===== config.mk =====
export PLATFORM = sky130hd
export DESIGN_NAME = stereo_panner
export DESIGN_NICKNAME = d
export VERILOG_FILES = /design/src/rtl/pan_pkg.sv /design/src/rtl/pan_slew.sv /design/src/rtl/stereo_panner.sv
export SDC_FILE = /design/constraint.sdc
export NUM_CORES = 1
export LEC_CHECK = 0
export BUFFER_PORTS_ARGS = -buffer_cell sky130_fd_sc_hd__buf_2
export CAP_MARGIN = 20
export CORE_AREA = 2 2 176 178
export DETAILED_ROUTE_END_ITERATION = 7
export DIE_AREA = 0 0 178 180
export HOLD_SLACK_MARGIN = 0.1
export PLACE_DENSITY = 0.65
export SYNTH_ARGS = -nofsm -noshare
export SYNTH_HDL_FRONTEND = slang
export SYNTH_SLANG_ARGS = --single-unit

===== constraint.sdc =====
create_clock -name CLOCK_50 -period 10.6 [get_ports CLOCK_50]
set_clock_uncertainty 0.1 [all_clocks]
set_input_delay 1.59 -clock CLOCK_50 [delete_from_list [all_inputs] [get_ports CLOCK_50]]
set_output_delay 1.59 -clock CLOCK_50 [all_outputs]
set_load 0.02 [all_outputs]

===== src/rtl/pan_pkg.sv =====
// Shared types and constants for the stereo panner: FSM states, pan range
// limits and the pan-target clamp.
package pan_pkg;

   typedef enum logic [2:0] {
      IDLE  = 3'd0,
      SLEW  = 3'd1,
      MUL_L = 3'd2,
      MUL_R = 3'd3,
      DONE  = 3'd4
   } pan_state_t;

   localparam logic [15:0] PAN_CENTER = 16'h4000;
   localparam logic [15:0] PAN_MAX    = 16'h7FFF;

   // Pan words above hard-right are treated as hard-right.
   function automatic logic [15:0] clamp_pan(input logic [15:0] pan);
      return (pan > PAN_MAX) ? PAN_MAX : pan;
   endfunction

endpackage


===== src/rtl/pan_slew.sv =====
// Slew-limited pan register: moves toward the target by at most STEP per
// enabled cycle, starting from centre after reset.
module pan_slew
   import pan_pkg::*;
#(
   parameter int          DW   = 16,
   parameter logic [15:0] STEP = 16'h0040
) (
   input  logic          clk,
   input  logic          rst_n,
   input  logic          en,
   input  logic [DW-1:0] target,
   output logic [DW-1:0] pan
);

   logic [DW-1:0] s_reg;
   logic [DW-1:0] s_next;
   logic [DW:0]   s_ext;
   logic [DW:0]   t_ext;
   logic [DW:0]   step_ext;

   // One extra bit so s + STEP and target + STEP never wrap.
   assign s_ext    = {1'b0, s_reg};
   assign t_ext    = {1'b0, target};
   assign step_ext = {1'b0, STEP[DW-1:0]};

   always_comb begin
      s_next = target;
      if (t_ext > s_ext + step_ext)
         s_next = s_reg + STEP[DW-1:0];
      else if (t_ext + step_ext < s_ext)
         s_next = s_reg - STEP[DW-1:0];
   end

   always_ff @(posedge clk or negedge rst_n) begin
      if (!rst_n)
         s_reg <= PAN_CENTER[DW-1:0];
      else if (en)
         s_reg <= s_next;
   end

   assign pan = s_reg;

endmodule


===== src/rtl/stereo_panner.sv =====
// Mono-to-stereo panner: latches a sample and pan target, slews the pan, then
// computes left/right gains with one shared signed multiplier.
module stereo_panner
   import pan_pkg::*;
#(
   parameter int          DW        = 16,
   parameter logic [15:0] SLEW_STEP = 16'h0040
) (
   input  logic          CLOCK_50,
   input  logic          RESET,
   input  logic          SAMPLE_VALID,
   input  logic [DW-1:0] SAMPLE_IN,
   input  logic [DW-1:0] AUTO_PAN,
   input  logic          PAN_EN,
   output logic [DW-1:0] L_OUT,
   output logic [DW-1:0] R_OUT,
   output logic          OUT_VALID,
   output logic          BUSY,
   output logic          OVERRUN
);

   pan_state_t           state_reg;
   logic [DW-1:0]        sample_reg;
   logic [DW-1:0]        target_reg;
   logic [DW-1:0]        l_reg;
   logic [DW-1:0]        r_reg;
   logic [DW-1:0]        pan;
   logic [DW-1:0]        gain;
   logic signed [2*DW-1:0] mul_a;
   logic signed [2*DW-1:0] mul_b;
   logic signed [2*DW-1:0] product;
   logic [DW-1:0]        result;

   pan_slew #(
      .DW   (DW),
      .STEP (SLEW_STEP)
   ) u_slew (
      .clk    (CLOCK_50),
      .rst_n  (RESET),
      .en     (state_reg == SLEW),
      .target (target_reg),
      .pan    (pan)
   );

   // Left gain is the complement of the pan position; pan never exceeds 0x7FFF.
   assign gain    = (state_reg == MUL_L) ? (PAN_MAX[DW-1:0] - pan) : pan;
   assign mul_a   = {{DW{sample_reg[DW-1]}}, sample_reg};
   assign mul_b   = {{DW{1'b0}}, gain};
   assign product = mul_a * mul_b;
   assign result  = DW'(product >>> 15);

   assign BUSY = (state_reg != IDLE);

   always_ff @(posedge CLOCK_50 or negedge RESET) begin
      if (!RESET) begin
         state_reg  <= IDLE;
         sample_reg <= '0;
         target_reg <= PAN_CENTER[DW-1:0];
         l_reg      <= '0;
         r_reg      <= '0;
         L_OUT      <= '0;
         R_OUT      <= '0;
         OUT_VALID  <= 1'b0;
         OVERRUN    <= 1'b0;
      end else begin
         OUT_VALID <= 1'b0;
         if (SAMPLE_VALID && state_reg != IDLE)
            OVERRUN <= 1'b1;
         case (state_reg)
            IDLE: begin
               if (SAMPLE_VALID) begin
                  sample_reg <= SAMPLE_IN;
                  target_reg <= PAN_EN ? clamp_pan(AUTO_PAN) : PAN_CENTER[DW-1:0];
                  state_reg  <= SLEW;
               end
            end
            SLEW:  state_reg <= MUL_L;
            MUL_L: begin
               l_reg     <= result;
               state_reg <= MUL_R;
            end
            MUL_R: begin
               r_reg     <= result;
               state_reg <= DONE;
            end
            DONE: begin
               L_OUT     <= l_reg;
               R_OUT     <= r_reg;
               OUT_VALID <= 1'b1;
               state_reg <= IDLE;
            end
            default: state_reg <= IDLE;
         endcase
      end
   end

endmodule


== After elaboration in Yosys (flattened, before gate mapping) ==
Cells that the tools add are included.

* Multipliers: 1
* Divide/modulo/power cells: 0
* Reductions and logical operators: 4
* Add/sub/neg operators: 5
* Bitwise operators: 0
* Muxes and demuxes: 8
* Shift-type cells: 0
* Order comparisons: 3
* Equal/unequal tests: 5

{| class="wikitable"
|+ Operators with widths
! operator !! number
|-
| $mux W16 || 5
|-
| $add A16 B7 Y17 const B || 2
|-
| $mul A16 B17 Y31 || 1
|-
| $gt A16 B17 Y1 || 1
|-
| $lt A17 B16 Y1 || 1
|-
| $add A16 B7 Y16 const B || 1
|-
| $gt A16 B15 Y1 const B || 1
|-
| $sub A15 B16 Y16 const A || 1
|-
| $sub A16 B7 Y16 const B || 1
|-
| $pmux W3 S4 || 1
|-
| $eq A3 B2 Y1 const B || 2
|-
| $eq A3 B1 Y1 const B || 1
|-
| $eq A3 B3 Y1 const B || 1
|-
| $logic_not A3 Y1 || 1
|-
| $mux W3 || 1
|-
| $reduce_bool A3 Y1 || 1
|-
| $ne A2 B2 Y1 const B || 1
|-
| $reduce_and A2 Y1 || 1
|-
| $logic_and A1 B1 Y1 || 1
|-
| $mux W1 || 1
|}

* Output and inout bits: 35
* Memory bits (read-only): 0
* Word-level logic and storage cells: 36
* Bits in registers: 117
* Memories kept: 0
* Bits in writable memories: 0
* Input port bits: 36
* Bits in latches: 0

== Longest topological paths before layout ==
* Depth in word-level cells: 4
* Gate-level depth with buffers: 27

== Cells and area by module ==
A second synthesis with hierarchy kept.

* Cells, all modules: 1554
* Area, all modules: 14516.4 µm²

{| class="wikitable"
|+ Modules (own cells, without submodules)
! module !! area an instance (µm²) !! instances !! cells an instance
|-
| stereo_panner || 12525.8 || 1 || 1319
|-
| pan_slew || 1990.7 || 1 || 235
|}

== Least setup slack after synthesis ==
OpenSTA, ideal clock, no wires.

* Path kind: flip-flop to flip-flop
* Start point: register state_reg[1]
* End point: register r_reg[6]
* Path slack: 3757 ps
* Data arrival time: 6616 ps
* Required time: 10373 ps
* Cell stages (with the launch flop): 26
* Path buffers: 4
* Setup time: 127 ps
* Cell sequence: dfrtp_1 -> buf_4 -> nor3b_2 -> buf_4 -> buf_2 -> xnor2_1 -> clkbuf_1 -> nand2_1 -> fa_1 -> inv_1 -> fa_1 -> fa_1 -> fa_1 -> fa_1 -> inv_1 -> fa_1 -> inv_1 -> ha_1 -> and4_1 -> nor2b_1 -> a31o_2 -> a211o_1 -> a21oi_2 -> o21bai_1 -> xnor2_1 -> o21ai_1

* Cells in the longest elaborated chain, start to end: 3
* Elaborated cells on any way between the ends: 4
* Those cells by class: mul: 1; eq/ne: 2; mux: 1

{| class="wikitable"
|+ RTL lines
! item !! line !! source
|-
| start, declared || stereo_panner.sv:22 || <nowiki>pan_state_t state_reg;</nowiki>
|-
| start signal, assigned || stereo_panner.sv:56 || <nowiki>state_reg <= IDLE;</nowiki>
|-
| start signal, assigned || stereo_panner.sv:74 || <nowiki>state_reg <= SLEW;</nowiki>
|-
| start signal, assigned || stereo_panner.sv:77 || <nowiki>SLEW: state_reg <= MUL_L;</nowiki>
|-
| $eq A3 B2 Y1 || stereo_panner.sv:46 || <nowiki>assign gain = (state_reg == MUL_L) ? (PAN_MAX[DW-1:0] - pan) : pan;</nowiki>
|-
| $mux W16 || stereo_panner.sv:46 ||
|-
| $mul A16 B17 Y31 || stereo_panner.sv:49 || <nowiki>assign product = mul_a * mul_b;</nowiki>
|-
| end signal, assigned || stereo_panner.sv:83 || <nowiki>r_reg <= result;</nowiki>
|-
| end, declared || stereo_panner.sv:26 || <nowiki>logic [DW-1:0] r_reg;</nowiki>
|}

Several ways; a longest one is shown, not always the timed one.
A chain may end at the register's enable or synchronous reset.

== Worst setup path in the final report ==
* Start point: register state_reg[1]
* End point: register r_reg[9]

The elaborated chain is that of the path after synthesis.

==> reports/qor.txt <==
port buffer count: 70
largest net degree at the start of global routing: 61
critical path cell sequence: nor3b_2 -> buf_4 -> xnor2_1 -> buf_4 -> nand2_1 -> fa_1 -> inv_1 -> fa_1 -> fa_1 -> fa_1 -> fa_1 -> inv_1 -> fa_1 -> inv_1 -> ha_1 -> nand2_1 -> o21ai_0 -> a211oi_1 -> a21oi_1 -> a21boi_0 -> o21bai_1 -> xnor2_1 -> o21ai_0
Clock Pin Slew Worst Setup and Hold Paths: 0.05 ns
DRC: 0
clk root buf: clkbuf_16
worst r2r path cells: 23
Die Width: 178 um
hold path depth: 1
maxcap violations: 0
crit path kind: reg2reg
worst hold start: OVERRUN
drt first pass iters: 6
Cell Area, Synth: 0.0141 mm2
first-pass GRT wire length: 57,100 um
TritonCTS clock tree: done
Post-CTS Setup Inserts: 0
clock tree buffer depth: 2
Setup violations, final: 0
Slowest Stage Delay on Critical Path: 0.65 ns
Final Wtd Congestion: 0.881
Worst EP arrival: 7.76 ns
Worst Hold Class: reg2reg
outcome: finished, final reports clean
clock sinks: 117
fin. max-slew vios: 0
Yosys reg bits: 117
syn_nets: 1,849
most common cell after layout, fill and taps aside: inv_1
post-synthesis sequential area ratio: 0.208
WL per Instance: 17.0 um
Mapped Cells: 1,483
Worst Hold Path EP: OVERRUN
Site Rows: 64
Setup crit end kind: register
CP Launch Type: register
Yosys cell types: 58
RR Startpoint: state_reg[1]
Ports: 71
Slowest-stage cell, CP: xnor2_1
pre-CTS setup slack: 3.10 ns
Num CTS Buffers: 17
R2R setup slack: 3.04 ns
CTS hold repair buffers: 0
setup ws final: 3.04 ns
minimum clock period: 7.56 ns
Synth Flop Type: dfrtp_1
Ys Warns: 0
Die ar.: 0.0320 mm2
share of post-route cells with drive strength above 1: 0.126
GRT Total Usage: 0.228
syn avg cell area: 9.48 um2
CP delay by family, top: adder cells
Via density: 5.24
Async SR Flop Fraction: 1.00
die height: 180 um
CP bufs+invs: 5
Area Growth Syn to Fin: 10.6%
initial antenna violation count: 0
f_max: 132 MHz
Worst Path Max Fanout: 16
total congestion overflow: 0
period utilization: 0.713
drt initial violations: 495
htree depth: 4
worst r2r dst: r_reg[9]
n_diodes: 0
vias in the first global route: 11,200
Hold Fails Final Rpt: 0
commonest non-fill, non-tap cells in the layout: 265 x inv_1, 194 x nand2_1, 193 x fa_1
worst skew pair latency: 0.43 ns
cts repair resizes: 0
CORE AREA: 0.0302 mm2
most used cell, CP: fa_1
Slew headroom: 0.341
RSZ-0062 raised after global routing: false
setup tns final: 0 ns
final wirelength: 32,900 um
Post-DP HPWL: 25,100 um
initial core utilization: 0.466
routed vias: 10,200
Final Net Count: 1,900
number of synthesized flops with an enable pin: 0
Post-DRT Antenna Nets: 0
worst endpoint required time: 10.80 ns
Slew @ Worst Pin: 0.983 ns
[area by class of cell]
cell class | instances | area [um2]
Fill cell | 2755 | 14600
Multi-Input combinational cell | 1040 | 9930
Sequential cell | 117 | 2930
Inverter | 268 | 1010
Timing Repair Buffer | 90 | 523
Tap cell | 396 | 495
Clock buffer | 22 | 474
Clock inverter | 8 | 196
[synthesized netlist by cell type (7+ instances only)]
library cell | instances | area [um2]
nor3_1 | 9 | 45.0
dfrtp_1 | 115 | 2880
mux2_2 | 52 | 586
nand4_1 | 8 | 50.1
ha_1 | 137 | 1710
nor2_1 | 30 | 113
or2_2 | 7 | 43.8
a21o_1 | 15 | 113
o21ai_0 | 66 | 330
a211oi_1 | 7 | 52.6
nand3_1 | 18 | 90.1
o21ai_1 | 12 | 60.1
nand2_1 | 194 | 728
and2_1 | 119 | 744
xnor2_1 | 52 | 455
clkbuf_1 | 54 | 203
xor2_1 | 7 | 61.3
fa_1 | 193 | 3860
mux2i_1 | 7 | 70.1
a21oi_1 | 28 | 140
and3_1 | 11 | 68.8
inv_1 | 265 | 995
[per-stage QoR]
| stage | hold WS, ns | instances | instance area [um2] | util |
|---|---|---|---|---|
| floorplan | 0.344 | 1483 | 14100 | - |
| global placement | 0.338 | 1909 | 14800 | 0.492 |
| detailed placement | 0.352 | 1910 | 14900 | 0.492 |
| CTS | 0.369 | 1940 | 15500 | 0.514 |
| global route | 0.403 | 1941 | 15600 | 0.515 |
| finish | 0.364 | 1941 | 15600 | 0.515 |
[worst reg2reg max path: stages (launching register included)]
cell and delay [ns]:
dfrtp_1 0.46, nor3b_2 0.19, buf_4 0.23, xnor2_1 0.67
buf_4 0.31, nand2_1 0.10, fa_1 0.57, inv_1 0.06
fa_1 0.48, fa_1 0.52, fa_1 0.56, fa_1 0.56
inv_1 0.06, fa_1 0.52, inv_1 0.04, ha_1 0.38
nand2_1 0.07, o21ai_0 0.29, a211oi_1 0.08, a21oi_1 0.47
a21boi_0 0.24, o21bai_1 0.21, xnor2_1 0.16, o21ai_0 0.12
[how the worst max path moves through the flow]
stage | startpoint | endpoint | slack [ns] | cells past startpoint
final | state_reg[1] | r_reg[9] | 3.04 | 23
after global routing | state_reg[1] | r_reg[9] | 2.69 | 23
after CTS | state_reg[1] | l_reg[9] | 3.08 | 23
after detailed placement | state_reg[1] | l_reg[9] | 3.10 | 23
after global placement | state_reg[1] | l_reg[9] | 2.99 | 22
after floorplan | state_reg[1] | r_reg[6] | 3.76 | 25
[cell families after synthesis]
family                     synth area share
AOI/OAI and AO/OA                    0.0753
xor gates and xnor gates             0.0368
and+or+nand+nor                       0.147
buffers and inverters                0.0878
DFF                                   0.208
adders and majority gates             0.397
muxes                                0.0482
[routing by layer]
metal	share of wire	global-route usage	wire (um)
met1	0.43	0.295	14200
met2	0.51	0.391	16600
met3	0.041	0.0332	1360
met4	0.022	0.0734	729
met5	0	0	0
Power is left out: the tool's default activity adds up to more than one toggle a clock period on the data nets, which glitch-free logic cannot reach.
